File: config.mk
export PLATFORM = sky130hd
export DESIGN_NAME = rdma_meta_rx_demux_q
export DESIGN_NICKNAME = d
export VERILOG_FILES = /design/src/rtl/rdma_meta_rx_demux_q.sv
export SDC_FILE = /design/constraint.sdc
export NUM_CORES = 2
export LEC_CHECK = 0
export BUFFER_PORTS_ARGS = -buffer_cell sky130_fd_sc_hd__clkbuf_2
export CORE_ASPECT_RATIO = 0.5
export CORE_MARGIN = 2
export CORE_UTILIZATION = 33
export CTS_CLUSTER_DIAMETER = 60
export CTS_CLUSTER_SIZE = 20
export DETAILED_ROUTE_END_ITERATION = 8
export GPL_ROUTABILITY_DRIVEN = 1
export MAX_ROUTING_LAYER = met4
export PLACE_DENSITY = 0.6
export SLEW_MARGIN = 15
export SYNTH_ARGS = -nofsm -noshare
export SYNTH_HDL_FRONTEND = slang
export SYNTH_SLANG_ARGS = --single-unit
File: constraint.sdc
create_clock -name aclk -period 9.6 [get_ports aclk]
set_input_delay 0.96 -clock aclk [delete_from_list [all_inputs] [get_ports aclk]]
set_output_delay 0.96 -clock aclk [all_outputs]
set_load 0.01 [all_outputs]
File: src/rtl/rdma_meta_rx_demux_q.sv
// Purpose: steers RDMA RX metadata words to one of N_CH per-region FIFOs by VFID field.
// Latency: 1 cycle; a word accepted at edge t is visible on m_meta_valid after edge t.
// Backpressure: DROP_MODE=0 stalls s_meta_ready when the target queue is full; DROP_MODE=1 accepts and drops.
//
// Ports:
//   aclk, areset          clock, synchronous active-high reset
//   s_meta_*              input stream (valid/ready/data)
//   m_meta_*              per-channel output streams, channel i at [i*DATA_BITS +: DATA_BITS]
//   vfid                  VFID field of the current input word (combinational)
//   fill                  per-channel occupancy, (log2(DEPTH)+1) bits per channel
//   drop_cnt, drop_cnt_clr saturating count of dropped words and its synchronous clear

// Purpose: generic circular FIFO with registered occupancy count.
// Latency: 1 cycle from write to rd_vld; read data is the head entry, no bypass.
// Backpressure: writes are ignored while full; rd_vld holds until rd_rdy pops the head.
module meta_fifo #(
    parameter int W     = 40,
    parameter int DEPTH = 16
) (
    input  logic                     core_clk,
    input  logic                     rst,
    input  logic                     wr_vld,
    input  logic [W-1:0]             wr_dat,
    output logic                     full,
    output logic                     rd_vld,
    input  logic                     rd_rdy,
    output logic [W-1:0]             rd_dat,
    output logic [$clog2(DEPTH):0]   cnt
);
    localparam int PTR_W = $clog2(DEPTH);
    localparam int CNT_W = PTR_W + 1;

    logic [W-1:0]     mem [DEPTH];
    logic [PTR_W-1:0] wr_ptr;
    logic [PTR_W-1:0] rd_ptr;
    logic             wr_en;
    logic             rd_en;

    assign full   = (cnt == CNT_W'(DEPTH));
    assign rd_vld = (cnt != '0);
    assign rd_dat = mem[rd_ptr];
    assign wr_en  = wr_vld & ~full;
    assign rd_en  = rd_vld & rd_rdy;

    // Storage is deliberately left out of reset; only pointers and count are cleared.
    always_ff @(posedge core_clk) begin
        if (wr_en) begin
            mem[wr_ptr] <= wr_dat;
        end
    end

    always_ff @(posedge core_clk) begin
        if (rst) begin
            wr_ptr <= '0;
            rd_ptr <= '0;
            cnt    <= '0;
        end else begin
            // Pointers are exactly log2(DEPTH) bits, so they wrap modulo DEPTH for free.
            if (wr_en) begin
                wr_ptr <= wr_ptr + PTR_W'(1);
            end
            if (rd_en) begin
                rd_ptr <= rd_ptr + PTR_W'(1);
            end
            case ({wr_en, rd_en})
                2'b10:   cnt <= cnt + CNT_W'(1);
                2'b01:   cnt <= cnt - CNT_W'(1);
                default: cnt <= cnt;
            endcase
        end
    end
endmodule

module rdma_meta_rx_demux_q #(
    parameter int N_CH      = 4,
    parameter int DATA_BITS = 40,
    parameter int VFID_LSB  = 0,
    parameter int VFID_BITS = 4,
    parameter int DEPTH     = 16,
    parameter int DROP_MODE = 0
) (
    input  logic                                  aclk,
    input  logic                                  areset,
    input  logic                                  s_meta_valid,
    output logic                                  s_meta_ready,
    input  logic [DATA_BITS-1:0]                  s_meta_data,
    output logic [N_CH-1:0]                       m_meta_valid,
    input  logic [N_CH-1:0]                       m_meta_ready,
    output logic [N_CH*DATA_BITS-1:0]             m_meta_data,
    output logic [VFID_BITS-1:0]                  vfid,
    output logic [N_CH*($clog2(DEPTH)+1)-1:0]     fill,
    output logic [31:0]                           drop_cnt,
    input  logic                                  drop_cnt_clr
);
    localparam int CNT_W = $clog2(DEPTH) + 1;

    logic [N_CH-1:0] full;
    logic [N_CH-1:0] push;
    logic            tgt_ok;
    logic            full_sel;
    logic            in_acc;
    logic            drop;

    assign vfid   = s_meta_data[VFID_LSB +: VFID_BITS];
    assign tgt_ok = (32'(vfid) < 32'(N_CH));

    // Full flag of the addressed channel; 0 for an out-of-range VFID so such words
    // are always accepted (and then dropped).
    always_comb begin
        full_sel = 1'b0;
        for (int i = 0; i < N_CH; i++) begin
            if (vfid == VFID_BITS'(i)) begin
                full_sel = full[i];
            end
        end
    end

    // Ready depends only on registered occupancy, never on m_meta_ready, so a
    // full queue stalls the input even in a cycle where it is being popped.
    assign s_meta_ready = (DROP_MODE != 0) ? 1'b1 : ~full_sel;
    assign in_acc       = s_meta_valid & s_meta_ready & ~areset;
    assign drop         = in_acc & (~tgt_ok | full_sel);

    always_comb begin
        push = '0;
        for (int i = 0; i < N_CH; i++) begin
            push[i] = in_acc & (vfid == VFID_BITS'(i)) & ~full[i];
        end
    end

    for (genvar g = 0; g < N_CH; g++) begin : g_ch
        meta_fifo #(
            .W     (DATA_BITS),
            .DEPTH (DEPTH)
        ) u_fifo (
            .core_clk (aclk),
            .rst      (areset),
            .wr_vld   (push[g]),
            .wr_dat   (s_meta_data),
            .full     (full[g]),
            .rd_vld   (m_meta_valid[g]),
            .rd_rdy   (m_meta_ready[g]),
            .rd_dat   (m_meta_data[g*DATA_BITS +: DATA_BITS]),
            .cnt      (fill[g*CNT_W +: CNT_W])
        );
    end

    // A clear coinciding with a drop keeps that drop, so the counter lands on 1.
    always_ff @(posedge aclk) begin
        if (areset) begin
            drop_cnt <= '0;
        end else if (drop_cnt_clr) begin
            drop_cnt <= drop ? 32'd1 : 32'd0;
        end else if (drop && (drop_cnt != '1)) begin
            drop_cnt <= drop_cnt + 32'd1;
        end
    end
endmodule

==> flow_summary.ini <==
[sta]
timing.final.hold_violations = 0
slew_viol_final = 0
clock-skew-final_ns = 0.03454
finalCriticalPeriod_ns = 5.499
achievable-frequency_mhz = 181.9
fin_setup_tns_ns = 0
relSlewSlack = 0.2137
finalCritPeriodShare = 0.5728
grt_setup_unrepaired = no
postLayoutSetupSlackWorst_ns = 4.101
worst_slew_pin_slew_ns = 1.169
holdWs_ns = 0.5111
setup-violations-final = 0

[run_status]
outcome = finished, final reports clean

[floorplanning]
dieWidth_um = 787.4
i_o_pin_total = 269
die_area_um2 = 311600
core.rowCount = 143
core-area_um2 = 304500
floorplan.initialDensity = 0.3325
die-height_um = 395.7

[clock_tree]
hold_buffers = 0
post-cts-setup-buffers = 0
cts_tree = yes
postCtsResizedCells = 0
clockRootBuffer = sky130_fd_sc_hd__clkbuf_16
cts_num_sinks = 2660
cts_htree_levels = 4
cts_buffers = 163
worst_path_clk_slew_ns = 0.08
insertion_delay_ns = 0.82
cts-root-to-sink-buffers = 3

[finish]
most-common-layout-cells = sky130_fd_sc_hd__edfxtp_1 (2560), sky130_fd_sc_hd__mux4_2 (800), sky130_fd_sc_hd__clkbuf_2 (266)
nets = 4672
post_layout_nonfiller_instances = 8757
area_growth_pct = 11.93
drive_above_1_share = 0.3289
leading_cell_type_in_the_layout_fill_and_taps_excluded = sky130_fd_sc_hd__edfxtp_1

[synthesis]
post_synth_instance_area_um2 = 101300
synthCells = 4228
synth-warning-count = 0
synth-compound-area-share = 0.008044
synth.net_count = 4312
avgSynthCellArea_um2 = 23.95
yosys_most_used_dff = sky130_fd_sc_hd__edfxtp_1
synth.lib_cells_used.distinct = 57
ys_async_sr_fraction = 0
synth_area_leaders = sky130_fd_sc_hd__edfxtp_1 (76%), sky130_fd_sc_hd__mux4_2 (18%), sky130_fd_sc_hd__dfxtp_1 (2.0%), sky130_fd_sc_hd__clkbuf_1 (0.54%), sky130_fd_sc_hd__ha_1 (0.44%)
netlist.top_cell.by_area = sky130_fd_sc_hd__edfxtp_1
synth-simple-area-share = 0.01525
post-synth-top-area-fraction = 0.7592
synth.area.mux_share = 0.1791
dominant_combinational_cell_family_by_area_after_synthesis = multiplexers
ys_ff_latch = 2660
synth_seq_area_share = 0.7790
synth-adder-area-share = 0.004448
synth-edff-count = 2560
synth_xor_xnor_area_share = 0.003806

[flow_run]
maximum_capacitance_violations = 0

[routing]
routed_wl_um = 242600
drtAntennaViolNets = 0
wire_per_inst_um = 27.71
num_vias = 46170
first_pass_iters = 5
dr.first_iter.drc_count = 5267
post_drt_via_cell_ratio = 5.273
drc = 0

[setup_path]
path_buf_inv = 3
crit_type = reg2out
timing.rr.start = g_ch[2].u_fifo.cnt[1]
worst_path_max_delay_cell = sky130_fd_sc_hd__dfxtp_4
critical_path_required_ns = 8.64
critical_path.max_stage_delay_ns = 0.92
crit_path_end_kind = primary output
timing.critical_path.fanout_max = 43
start_kind = flop
critical_path.cell_chain = buf_4 > buf_4 > mux4_2 > mux4_2 > clkbuf_2
worst-endpoint-arrival_ns = 4.54
crit_family = buffers and inverters

[placed_design]
pre_cts_slack_ns = 4.643
port_buffers = 268
place_hpwl_um = 132000
placedCellCount = 8483
place.gp.congestion = 0.7942

[grt]
grt_first_pass_wirelength_um = 347800
initial_antenna_violation_count = 13
grt_usage = 0.1570
pin_count_of_the_biggest_net_entering_global_routing = 93
grt-ovfl-total = 0
grt_pass1_vias = 48030

[min_path]
worstHoldStart = drop_cnt_clr
min_path_type = in2reg

[pwr]
leakage_nw = 33.37
power.density_nw_per_um2 = 180.2
power_mw = 20.42
power.ir.vdd_worst_mv = 0.1760
-- final cells by class --
type,count,area (um2)
inverters,31,121.4
flip-flops and latches,2660,78930
diodes,2,5.005
multi-input cells,1313,21720
clock inverters,56,575.6
clock buffers,216,4415
fillers,27100,191200
well taps,4060,5080
repair buffers,419,2490
-- cell families after synthesis --
logic type / count (synthesis)
xor gates and xnor gates: 44
adders and majority gates: 36
buffers and inverters: 255
and+or+nand+nor: 305
muxes: 811
DFF: 2660
AOI/OAI and AO/OA: 117
-- routing by layer --
| metal | part of all wire | track usage | wire [um] |
|---|---|---|---|
| met1 | 0.39 | 0.1961 | 94580 |
| met3 | 0.058 | 0.01869 | 14080 |
| met2 | 0.53 | 0.2758 | 128300 |
| met4 | 0.023 | 0.03602 | 5667 |
| met5 | 0 | - | 0 |
-- power by group --
| group | switching [mW] | total (mW) | internal (mW) |
|---|---|---|---|
| registers | 0.0166 | 12.7 | 12.7 |
| clock network | 3.77 | 7.19 | 3.43 |
| logic | 0.353 | 0.515 | 0.162 |
| total | 4.14 | 20.4 | 16.3 |
-- state kept, by name, summed over array words and instances, names as in the netlist, named ones only --
name,flops
g_ch.u_fifo.mem,2560
g_ch.u_fifo.wr_ptr,16
g_ch.u_fifo.cnt,20
drop_cnt,32
g_ch.u_fifo.rd_ptr,16
-- stage by stage --
stage,instance area [um2],utilization
floorplan,101300,-
global placement,108300,0.3557
detailed placement,108300,0.3558
CTS,113300,0.3722
global route,113300,0.3722
finish,113300,0.3722
-- cell usage after synthesis (all sizes together), types with 4 or more instances --
cell type and number:
edfxtp 2560, mux4 800, clkbuf 145, dfxtp 100, nor2 100, buf 79, nand2 60, a21oi 42
ha 36, xor2 32, inv 31, nor3 23, o21ai 22, nand4 19, nand3 16, nor4 15
or3 15, nand2b 13, xnor2 12, and2 9, nor3b 9, a31oi 8, mux2i 8, nand3b 7
o31ai 7, or4 6, a2111oi 5, a21boi 5, a21o 5, a22oi 4, o22ai 4, or2 4
-- worst paths after layout --
check	slack [ns]	cells past startpoint	to
worst max-delay path	4.10	5	m_meta_data[20]
worst min-delay path	0.51	3	drop_cnt[6]
worst max register to register	5.85	12	g_ch[2].u_fifo.cnt[4]
worst min register to register	0.52	2	drop_cnt[27]
-- worst reg2reg max path: stages, from the launching register on --
cell	delay, ns
sky130_fd_sc_hd__dfxtp_1	0.52
sky130_fd_sc_hd__nor4_1	0.10
sky130_fd_sc_hd__buf_4	0.19
sky130_fd_sc_hd__a2111oi_4	0.77
sky130_fd_sc_hd__inv_1	0.28
sky130_fd_sc_hd__ha_1	0.39
sky130_fd_sc_hd__xor2_1	0.19
sky130_fd_sc_hd__ha_1	0.23
sky130_fd_sc_hd__a211o_1	0.27
sky130_fd_sc_hd__nand2_1	0.08
sky130_fd_sc_hd__nand3b_1	0.09
sky130_fd_sc_hd__a31oi_1	0.18
sky130_fd_sc_hd__mux2_2	0.35
Note: power is estimated with default switching activity, not from simulation.
